$ cat src/rtl/dbus_arbiter_if.sv
// -----------------------------------------------------------------------------
// dbus_pkg / dbus_arbiter_if
//
// Purpose:
//   Shared data-bus types plus the interface bundling every bus-side signal of
//   the two-master data-bus arbiter.
//
// Handshake (valid/ready semantics, one place for all of it):
//   A master raises req.valid with a stable payload and keeps it until it sees
//   resp.data_ok. data_ok is a one-cycle completion pulse; the master drops
//   valid on the cycle after it (registered deassert). addr_ok is passed
//   through for masters that want the address-phase acknowledge. A read is a
//   request with strobe == 0.
//
// Interface signals:
//   m0_req / m0_resp   master 0 (load/store unit) request and response
//   m1_req / m1_resp   master 1 (secondary requester) request and response
//   s_req / s_resp     single downstream slave port
//   grant              one-hot owner: 01 = m0, 10 = m1, 00 = none
//   timeout_err        sticky watchdog flag
//   state_dbg          arbiter FSM state (0 = IDLE, 1 = BUSY, 2 = COOL)
//
// Modports:
//   slave  - the arbiter's view (it serves the two masters)
//   master - the environment's view (drives master requests and slave response)
// -----------------------------------------------------------------------------
package dbus_pkg;
    typedef enum logic [1:0] {
        MSIZE1 = 2'd0,
        MSIZE2 = 2'd1,
        MSIZE4 = 2'd2,
        MSIZE8 = 2'd3
    } msize_t;

    typedef struct packed {
        logic        valid;
        logic [63:0] addr;
        msize_t      size;
        logic [7:0]  strobe;
        logic [63:0] data;
    } dbus_req_t;

    typedef struct packed {
        logic        addr_ok;
        logic        data_ok;
        logic [63:0] data;
    } dbus_resp_t;
endpackage

interface dbus_arbiter_if;
    import dbus_pkg::*;

    dbus_req_t  m0_req;
    dbus_resp_t m0_resp;
    dbus_req_t  m1_req;
    dbus_resp_t m1_resp;
    dbus_req_t  s_req;
    dbus_resp_t s_resp;
    logic [1:0] grant;
    logic       timeout_err;
    logic [1:0] state_dbg;

    modport slave (
        input  m0_req, m1_req, s_resp,
        output m0_resp, m1_resp, s_req, grant, timeout_err, state_dbg
    );

    modport master (
        output m0_req, m1_req, s_resp,
        input  m0_resp, m1_resp, s_req, grant, timeout_err, state_dbg
    );
endinterface

$ cat src/rtl/dbus_arbiter.sv
// -----------------------------------------------------------------------------
// dbus_arbiter
//
// Purpose:
//   Shares one data-bus slave port between master 0 (memory-stage LSU) and
//   master 1 (page walker / debug). The winning request is latched into a
//   fully registered slave request and held until the slave returns data_ok.
//   The slave response is routed back to the owning master only.
//
// Ports:
//   clk      in   system clock, all state updates on posedge
//   reset_n  in   asynchronous active-low reset
//   dbus     bus  dbus_arbiter_if.slave: m0/m1 request+response, slave
//                 request+response, grant, timeout_err, state_dbg
//
// Parameters:
//   ROUND_ROBIN     1 = alternate on ties, 0 = master 0 always wins ties
//   TIMEOUT_CYCLES  BUSY cycles without data_ok before timeout_err; 0 = off
//   CNT_W           watchdog counter width, 2^CNT_W > TIMEOUT_CYCLES
// -----------------------------------------------------------------------------
module dbus_arbiter #(
    parameter bit ROUND_ROBIN    = 1'b1,
    parameter int TIMEOUT_CYCLES = 1024,
    parameter int CNT_W          = 11
) (
    input logic           clk,
    input logic           reset_n,
    dbus_arbiter_if.slave dbus
);
    import dbus_pkg::*;

    typedef enum logic [1:0] {
        ST_IDLE = 2'd0,
        ST_BUSY = 2'd1,
        ST_COOL = 2'd2
    } state_t;

    localparam bit               WD_EN    = (TIMEOUT_CYCLES != 0);
    localparam logic [CNT_W-1:0] TO_LIMIT = CNT_W'(TIMEOUT_CYCLES);

    state_t           r_state;
    dbus_req_t        r_s_req;
    logic [1:0]       r_grant;
    logic [1:0]       r_mask;     // one-hot master ignored during COOL
    logic             r_rr_last;  // 1 = m1 was served last
    logic [CNT_W-1:0] r_cnt;
    logic             r_timeout;

    logic [1:0]       w_elig;
    logic             w_any;
    logic             w_pick_m1;
    dbus_req_t        w_win_req;
    logic [CNT_W-1:0] w_cnt_inc;

    // Arbitration. r_mask is only non-zero in COOL, so in IDLE every valid
    // master is eligible; in COOL the master just served is excluded because
    // its valid is still the stale copy of the completed access.
    always_comb begin
        w_elig = {dbus.m1_req.valid, dbus.m0_req.valid} & ~r_mask;
        w_any  = |w_elig;
        if (w_elig == 2'b11) begin
            w_pick_m1 = ROUND_ROBIN ? ~r_rr_last : 1'b0;
        end else begin
            w_pick_m1 = w_elig[1];
        end
        w_win_req       = w_pick_m1 ? dbus.m1_req : dbus.m0_req;
        w_win_req.valid = 1'b1;
        w_cnt_inc       = r_cnt + 1'b1;
    end

    always_ff @(posedge clk or negedge reset_n) begin
        if (!reset_n) begin
            r_state   <= ST_IDLE;
            r_s_req   <= '0;
            r_grant   <= 2'b00;
            r_mask    <= 2'b00;
            r_rr_last <= 1'b1;
            r_cnt     <= '0;
            r_timeout <= 1'b0;
        end else begin
            case (r_state)
                ST_IDLE, ST_COOL: begin
                    r_mask <= 2'b00;
                    if (w_any) begin
                        r_s_req <= w_win_req;
                        r_grant <= w_pick_m1 ? 2'b10 : 2'b01;
                        r_cnt   <= '0;
                        r_state <= ST_BUSY;
                    end else begin
                        r_state <= ST_IDLE;
                    end
                end
                ST_BUSY: begin
                    // The latched request stays put; master-side changes are
                    // not looked at until the next arbitration.
                    if (dbus.s_resp.data_ok) begin
                        r_s_req.valid <= 1'b0;
                        r_rr_last     <= r_grant[1];
                        r_mask        <= r_grant;
                        r_grant       <= 2'b00;
                        r_state       <= ST_COOL;
                    end else if (WD_EN) begin
                        // Watchdog only flags; the transaction keeps waiting.
                        if (r_cnt != TO_LIMIT) begin
                            r_cnt <= w_cnt_inc;
                        end
                        if ((r_cnt == TO_LIMIT) || (w_cnt_inc == TO_LIMIT)) begin
                            r_timeout <= 1'b1;
                        end
                    end
                end
                default: begin
                    r_state <= ST_IDLE;
                end
            endcase
        end
    end

    // Response routing: only the owner sees the slave, and only while BUSY,
    // so a stray data_ok in IDLE/COOL never reaches a master.
    always_comb begin
        dbus.m0_resp = '0;
        dbus.m1_resp = '0;
        if (r_state == ST_BUSY) begin
            if (r_grant[0]) begin
                dbus.m0_resp = dbus.s_resp;
            end
            if (r_grant[1]) begin
                dbus.m1_resp = dbus.s_resp;
            end
        end
    end

    assign dbus.s_req       = r_s_req;
    assign dbus.grant       = r_grant;
    assign dbus.timeout_err = r_timeout;
    assign dbus.state_dbg   = r_state;

endmodule
$ cat src/flat_wrapper.sv
// flat-port wrapper written by rule: the top's interface ports become plain ports
module dbus_arbiter_flat import dbus_pkg::*;
#(
    parameter bit ROUND_ROBIN    = 1'b1,
    parameter int TIMEOUT_CYCLES = 1024,
    parameter int CNT_W          = 11
)
  (clk, reset_n, dbus_m0_req, dbus_m1_req, dbus_s_resp, dbus_m0_resp, dbus_m1_resp, dbus_s_req, dbus_grant, dbus_timeout_err, dbus_state_dbg);
  dbus_arbiter_if dbus_i ();
  input logic clk;
  input logic reset_n;
  input wire logic [$bits(dbus_i.m0_req)-1:0] dbus_m0_req;
  input wire logic [$bits(dbus_i.m1_req)-1:0] dbus_m1_req;
  input wire logic [$bits(dbus_i.s_resp)-1:0] dbus_s_resp;
  output wire logic [$bits(dbus_i.m0_resp)-1:0] dbus_m0_resp;
  output wire logic [$bits(dbus_i.m1_resp)-1:0] dbus_m1_resp;
  output wire logic [$bits(dbus_i.s_req)-1:0] dbus_s_req;
  output wire logic [$bits(dbus_i.grant)-1:0] dbus_grant;
  output wire logic [$bits(dbus_i.timeout_err)-1:0] dbus_timeout_err;
  output wire logic [$bits(dbus_i.state_dbg)-1:0] dbus_state_dbg;
  assign dbus_i.m0_req = dbus_m0_req;
  assign dbus_i.m1_req = dbus_m1_req;
  assign dbus_i.s_resp = dbus_s_resp;
  assign dbus_m0_resp = dbus_i.m0_resp;
  assign dbus_m1_resp = dbus_i.m1_resp;
  assign dbus_s_req = dbus_i.s_req;
  assign dbus_grant = dbus_i.grant;
  assign dbus_timeout_err = dbus_i.timeout_err;
  assign dbus_state_dbg = dbus_i.state_dbg;
  dbus_arbiter #(.ROUND_ROBIN(ROUND_ROBIN), .TIMEOUT_CYCLES(TIMEOUT_CYCLES), .CNT_W(CNT_W)) u_core (.clk(clk), .reset_n(reset_n), .dbus(dbus_i));
endmodule
$ cat config.mk
export PLATFORM = sky130hd
export DESIGN_NAME = dbus_arbiter_flat
export DESIGN_NICKNAME = d
export VERILOG_FILES = /design/src/rtl/dbus_arbiter_if.sv /design/src/rtl/dbus_arbiter.sv /design/src/flat_wrapper.sv
export SDC_FILE = /design/constraint.sdc
export NUM_CORES = 1
export LEC_CHECK = 0
export ABC_AREA = 1
export CAP_MARGIN = 10
export CORE_AREA = 2 2 241 243
export CTS_BUF_LIST = sky130_fd_sc_hd__clkbuf_8
export DETAILED_ROUTE_END_ITERATION = 6
export DIE_AREA = 0 0 243 245
export GPL_TIMING_DRIVEN = 0
export SLEW_MARGIN = 10
export SYNTH_ARGS = -nofsm -noshare
export SYNTH_HDL_FRONTEND = slang
export SYNTH_SLANG_ARGS = --single-unit
$ cat constraint.sdc
create_clock -name clk -period 4.9 [get_ports clk]
set_clock_uncertainty 0.2 [all_clocks]
set_input_delay 0.98 -clock clk [delete_from_list [all_inputs] [get_ports clk]]
set_output_delay 0.98 -clock clk [all_outputs]
set_load 0.005 [all_outputs]
==> results of run 1 <==
-- registers in the layout, summed over array words and instances (netlist names) --
register                 cells
u_core.dbus.state_dbg        2
u_core.r_rr_last             1
u_core.dbus.timeout_err      1
u_core.r_cnt                11
u_core.dbus.grant            2
u_core.dbus.s_req          139
u_core.r_mask                2
-- critical path, stage by stage (launching register included) --
cell	delay [ns]
dfrtp_1	0.42
inv_2	0.10
nor2_4	0.10
inv_2	0.10
nor2_1	0.13
inv_2	0.08
buf_6	0.15
buf_2	0.18
nor2_1	0.26
clkdlybuf4s50_1	0.57
-- cell families (layout without fill, tap and decap cells) --
logic type / after synthesis / after routing / synth area share [%]
AND/OR/NAND/NOR: 482 / 482 / 21.7
buffers and inverters: 200 / 854 / 10.3
XOR/XNOR: 2 / 2 / 0.204
flip-flops: 158 / 158 / 46.1
adder cells (fa/ha/maj): 2 / 2 / 0.292
other: 0 / 13 / 0
AO/OA/AOI/OAI: 289 / 289 / 21.3
-- report_power, final --
| group | leakage [nW] | internal, W | switching, W |
|---|---|---|---|
| clock | 0.197 | 0.000434 | 0.000630 |
| combinational | 4.75 | 0.00227 | 0.00228 |
| sequential | 1.93 | 0.00193 | 0.000387 |
| total | 6.88 | 0.00463 | 0.00329 |
-- cell usage after synthesis --
library cell	number	share of area, %
a21oi_1	129	7.5
buf_2	74	4.3
buf_4	5	0.44
buf_6	3	0.39
clkbuf_1	8	0.35
dfrtp_1	157	46
dfstp_2	1	0.31
ha_1	2	0.29
inv_1	104	4.6
inv_2	6	0.26
nand2_1	184	8.1
nand2_2	2	0.15
nand2_4	1	0.13
nand3_1	11	0.64
nand3_2	1	0.12
nand4_1	2	0.15
nor2_1	275	12
nor2_2	2	0.15
nor2_4	1	0.13
nor3_1	2	0.12
nor4_1	1	0.073
o21ai_0	6	0.35
o21ai_1	10	0.58
o21ai_2	1	0.10
o21ai_4	1	0.19
o21bai_1	4	0.35
o221ai_1	10	1.0
o31ai_1	128	11
xnor2_1	1	0.10
xor2_1	1	0.10
-- worst min-delay path by stage --
stage	startpoint	to	cells after the start
6_report	reset_n	u_core.dbus.s_req[65]	1
5_1_grt	reset_n	u_core.dbus.s_req[65]	1
4_1_cts	reset_n	u_core.dbus.s_req[134]	1
3_5_place_dp	u_core.dbus.s_req[106]	u_core.dbus.s_req[106]	2
3_3_place_gp	u_core.dbus.s_req[52]	u_core.dbus.s_req[52]	2
2_1_floorplan	u_core.dbus.timeout_err	u_core.dbus.timeout_err	2
-- metal layers --
metal | global-route usage, % | vias up | part of all wire (%)
met5 | 0 | - | 0
met4 | 11.9 | 0 | 5.6
met3 | 5.73 | 99 | 7.5
met2 | 30.8 | 569 | 50
met1 | 19.0 | 5121 | 37
li1 | - | 4997 | -
-- metrics by stage --
step	cells	setup WS [ns]	utilization [%]	TNS, ns	power, W
floorplan	1133	2.51	-	0	0.00402
global placement	2519	-4.44	27.6	-694.84	0.00690
detailed placement	2520	1.16	27.7	0	0.00694
CTS	2552	0.956	28.4	0	0.00809
global route	2565	0.905	28.4	0	0.00849
finish	2565	1.08	28.4	0	0.00792
-- cell type report --
class / count / area, sq um / share of cell area (%)
antenna: 13 / 32.5 / 0.201
buffer: 90 / 472 / 2.91
clock buffer: 18 / 248 / 1.53
clock inverter: 14 / 149 / 0.918
inverter: 110 / 413 / 2.55
multi-input combinational: 775 / 3740 / 23.0
sequential: 158 / 3960 / 24.4
tap: 765 / 957 / 5.90
timing repair buffer: 622 / 6250 / 38.5
==> impl_metrics.yaml, run 1 <==
run_status:
  status: "finished clean"
timing:
  worst_slew_pin_slew_ns: 0.769
  hold_viol: 0
  whs_ns: 0.183
  slew_headroom_pct: 48.7
  finalWorstPathRequiredPeriod_ns: 3.82
  slew_violations: 0
  finalSetupViolCount: 0
  fmax_mhz: 262
  rsz0062_at_grt: "no"
  post-route-period-util_pct: 78.0
clock_tree:
  cts_hold_buffers: 0
  root_buffer: "clkbuf_8"
  cts_tree: "yes"
  clock_path_buffers: 2
  insertion_delay_ns: 0.56
  cts_setup_buffers: 0
  cts_max_level: 4
  cts-buffers-inserted: 17
  cts_resized: 0
  clkSlewWorstSetupHoldPaths_ns: 0.10
  cts.sinks: 158
placed_design:
  place.gp.congestion: 0.966
  postPlaceCellArea_sq_um: 15800
  dpl.hpwl_mm: 44.8
  io_buffers: 621
critical_path:
  cp-startpoint: "u_core.dbus.state_dbg[0]"
  setup.worst_path.end: "dbus_m1_resp[42]"
  cp_max_fo: 10
  critPathCaptureType: "output port"
  r2r_cells: 7
  cp-start-kind: "flop"
  r2r_start: "u_core.r_mask[1]"
  crit_type: "reg2out"
  worstPathRequired_ns: 3.72
  arrival_ns: 2.64
  r2r_slack_ns: 2.67
  r2r_end: "u_core.dbus.s_req[51]"
routing:
  vias_per_cell: 4.21
  wl_mm: 55.1
  dr_total_vias: 10800
  drtIter0Drc: 519
  wire_per_inst_um: 21.5
  ant_nets: 0
  first_pass_iters: 5
  drc_errors: 0
layout:
  layout_common_cells: "clkdlybuf4s50_1, nor2_1, nand2_1"
  fin_nets: 2122
  final_common_cell: "clkdlybuf4s50_1"
  drive_above_1_share_pct: 7.39
  fillers: 6207
  area_growth_pct: 89.0
  final_area_sq_um: 16200
die:
  ios: 622
  die_area_sq_um: 59500
  die_h_um: 245
  coreArea_sq_um: 57000
  num_rows: 88
  die_w_um: 243
  initial_core_util_pct: 15.0
global_routing:
  grt_max_degree: 84
  antenna_found_initial: 20
  grt_overflow_total: 0
  grt_pass1_vias: 11200
  grt.total_usage_pct: 18.0
  grt_pass1_wl_mm: 77.5
logic_synthesis:
  synth_area_sq_um: 8580
  ys_seq_area_share_pct: 46.1
  ys_warn_count: 0
  synth.avg_cell_area_sq_um: 7.57
  syn-num-nets: 1481
  postSynthCellCount: 1133
  synth.distinct_cells: 30
  synth_seq_cells: 158
hold_path:
  hold_class: "in2async"
power_and_ir_drop:
  peakVddDrop_v: 0.000193
  cellLeakagePower_nw: 6.88
  p_per_area_nw_per_um2: 489
flow_run:
  timing.max_cap.violations: 0
Power figures use the tool's default switching activity.
==> run 2: changes to the inputs <==
CORE_AREA = 2 2 244 246   (was 2 2 241 243)
DIE_AREA = 0 0 246 248   (was 0 0 243 245)
clock period = 3.59 ns   (was 4.9 ns; I/O delays follow)
==> run 2 against run 1 <==
Clock power up 26%. Utilization down 0.63 points. Power up 35%. Via count about the same. Cell area up 0.23%. Critical path type unchanged. Combinational power up 36%. Largest cell class unchanged. Die area up 2.5%.
==> impl_metrics.yaml, run 2 (synthesis results as in run 1) <==
run_status:
  status: "finished clean"
global_routing:
  grt_max_degree: 89
  antenna_found_initial: 26
  grt.total_usage_pct: 17.3
  grt_pass1_vias: 11300
  grt_overflow_total: 0
  grt_pass1_wl_mm: 75.8
clock_tree:
  root_buffer: "clkbuf_8"
  cts.sinks: 158
  clock_path_buffers: 2
  clkSlewWorstSetupHoldPaths_ns: 0.09
  cts-buffers-inserted: 17
  insertion_delay_ns: 0.54
  cts_tree: "yes"
  cts_max_level: 4
timing:
  slew_violations: 0
  finalWorstPathRequiredPeriod_ns: 3.43
  slew_headroom_pct: 46.3
  worst_slew_pin_slew_ns: 0.805
  rsz0062_at_grt: "no"
  fmax_mhz: 291
  post-route-period-util_pct: 95.6
  hold_viol: 0
  finalSetupViolCount: 0
critical_path:
  path_cells: "nor2_4 -> inv_2 -> nor2_1 -> inv_2 -> buf_6 -> buf_2 -> nor2_2 -> clkdlybuf4s50_1"
  crit_type: "reg2out"
  slowest_delay_ns: 0.54
  arrival_ns: 2.52
  r2r_start: "u_core.r_mask[1]"
  cp_max_fo: 10
  cp-startpoint: "u_core.dbus.state_dbg[1]"
  cp_common_cell: "inv_2"
  cp-start-kind: "flop"
  critPathCaptureType: "output port"
  worstPathRequired_ns: 2.67
  cpMaxStageDelayCell: "clkdlybuf4s50_1"
routing:
  drtIter0Drc: 512
  ant_nets: 0
  wire_per_inst_um: 21.3
  vias_per_cell: 4.18
  drc_errors: 0
  dr_total_vias: 10800
  first_pass_iters: 5
  wl_mm: 54.9
placed_design:
  dp.cells: 2528
  dpl.hpwl_mm: 44.2
  io_buffers: 621
  postPlaceCellArea_sq_um: 15800
  place.gp.congestion: 0.904
layout:
  largest_reg_flops: 139
  final_area_sq_um: 16200
  final_common_cell: "clkdlybuf4s50_1"
  drive_above_1_share_pct: 7.83
  fin_util_pct: 27.8
  fin_nets: 2124
  area_growth_pct: 89.5
  fillers: 6300
  stdcell_count: 2581
  layout_common_cells: "clkdlybuf4s50_1, nor2_1, nand2_1"
die:
  die_area_sq_um: 61000
  die_h_um: 248
  die_w_um: 246
  initial_core_util_pct: 14.7
  coreArea_sq_um: 58500
  ios: 622
  num_rows: 89
power_and_ir_drop:
  total_power_w: 0.0107
  cellLeakagePower_nw: 6.87
  peakVddDrop_v: 0.000269
  p_per_area_nw_per_um2: 658
hold_path:
  worstHoldStart: "u_core.dbus.timeout_err"
  hold_class: "reg2reg"
flow_run:
  timing.max_cap.violations: 0
run 2: cell count changes in the layout (fill, tap and decap cells not counted), sizes merged:
cell | previous run | this run
dlygate4sd3 | 0 | 1
clkinv | 3 | 2
diode | 13 | 19
inv | 118 | 120
clkinvlp | 2 | 3
bufinv | 1 | 0
run 2: worst max-delay path, delay by kind of cell (launching register included):
| family | cells | cell delay [ns] |
|---|---|---|
| buffers and inverters | 5 | 1.08 |
| DFF | 1 | 0.46 |
| and+or+nand+nor | 3 | 0.45 |
run 2: what timing repair did:
item / CTS / global route
endpoints found under the setup margin: 12 / 5
hold buffers: 1 / 0
setup buffers: 1 / 0
gates resized for setup: 6 / 6
endpoints found under the hold margin: 69 / 0
run 2: worst paths after layout:
path	to	slack [ns]	depth (start not counted)
setup / recovery	dbus_m1_resp[33]	0.16	8
hold / removal	u_core.dbus.timeout_err	0.28	2
setup reg to reg	u_core.dbus.s_req[44]	1.41	7
hold reg to reg	u_core.dbus.timeout_err	0.28	2
max in group asynchronous	u_core.dbus.timeout_err	1.73	3
min in group asynchronous	u_core.dbus.s_req[65]	0.51	2
run 2: power by group:
group	total [W]	leakage, nW	switching (W)	internal [W]
registers	0.00318	1.93	0.000549	0.00263
clock network	0.00134	0.180	0.000840	0.000499
logic	0.00618	4.76	0.00306	0.00312
total	0.0107	6.87	0.00445	0.00624
run 2: metal layers:
metal,track usage (%),part of all wire (%)
met4,11.6,5.1
met5,0,0
met3,4.34,7.2
met2,30.2,51
met1,18.4,37
run 2: layout make-up:
| type | count | area (sq um) | area share (%) |
|---|---|---|---|
| Timing Repair Buffer | 624 | 6270 | 38.6 |
| Sequential cell | 158 | 3960 | 24.3 |
| Multi-Input combinational cell | 775 | 3760 | 23.1 |
| Tap cell | 773 | 967 | 5.95 |
| Buffer | 90 | 475 | 2.93 |
| Inverter | 110 | 413 | 2.54 |
| Clock buffer | 17 | 234 | 1.44 |
| Clock inverter | 15 | 128 | 0.785 |
| Antenna cell | 19 | 47.5 | 0.293 |
run 2: metrics by stage:
step	setup WS (ns)	hold WS, ns	TNS [ns]
final	0.157	0.282	0
after global routing	0.00158	0.308	0
after CTS	0.0201	0.282	0
after detailed placement	0.389	0.259	0
after global placement	-5.64	0.258	-883.96
after floorplan	1.46	0.222	0
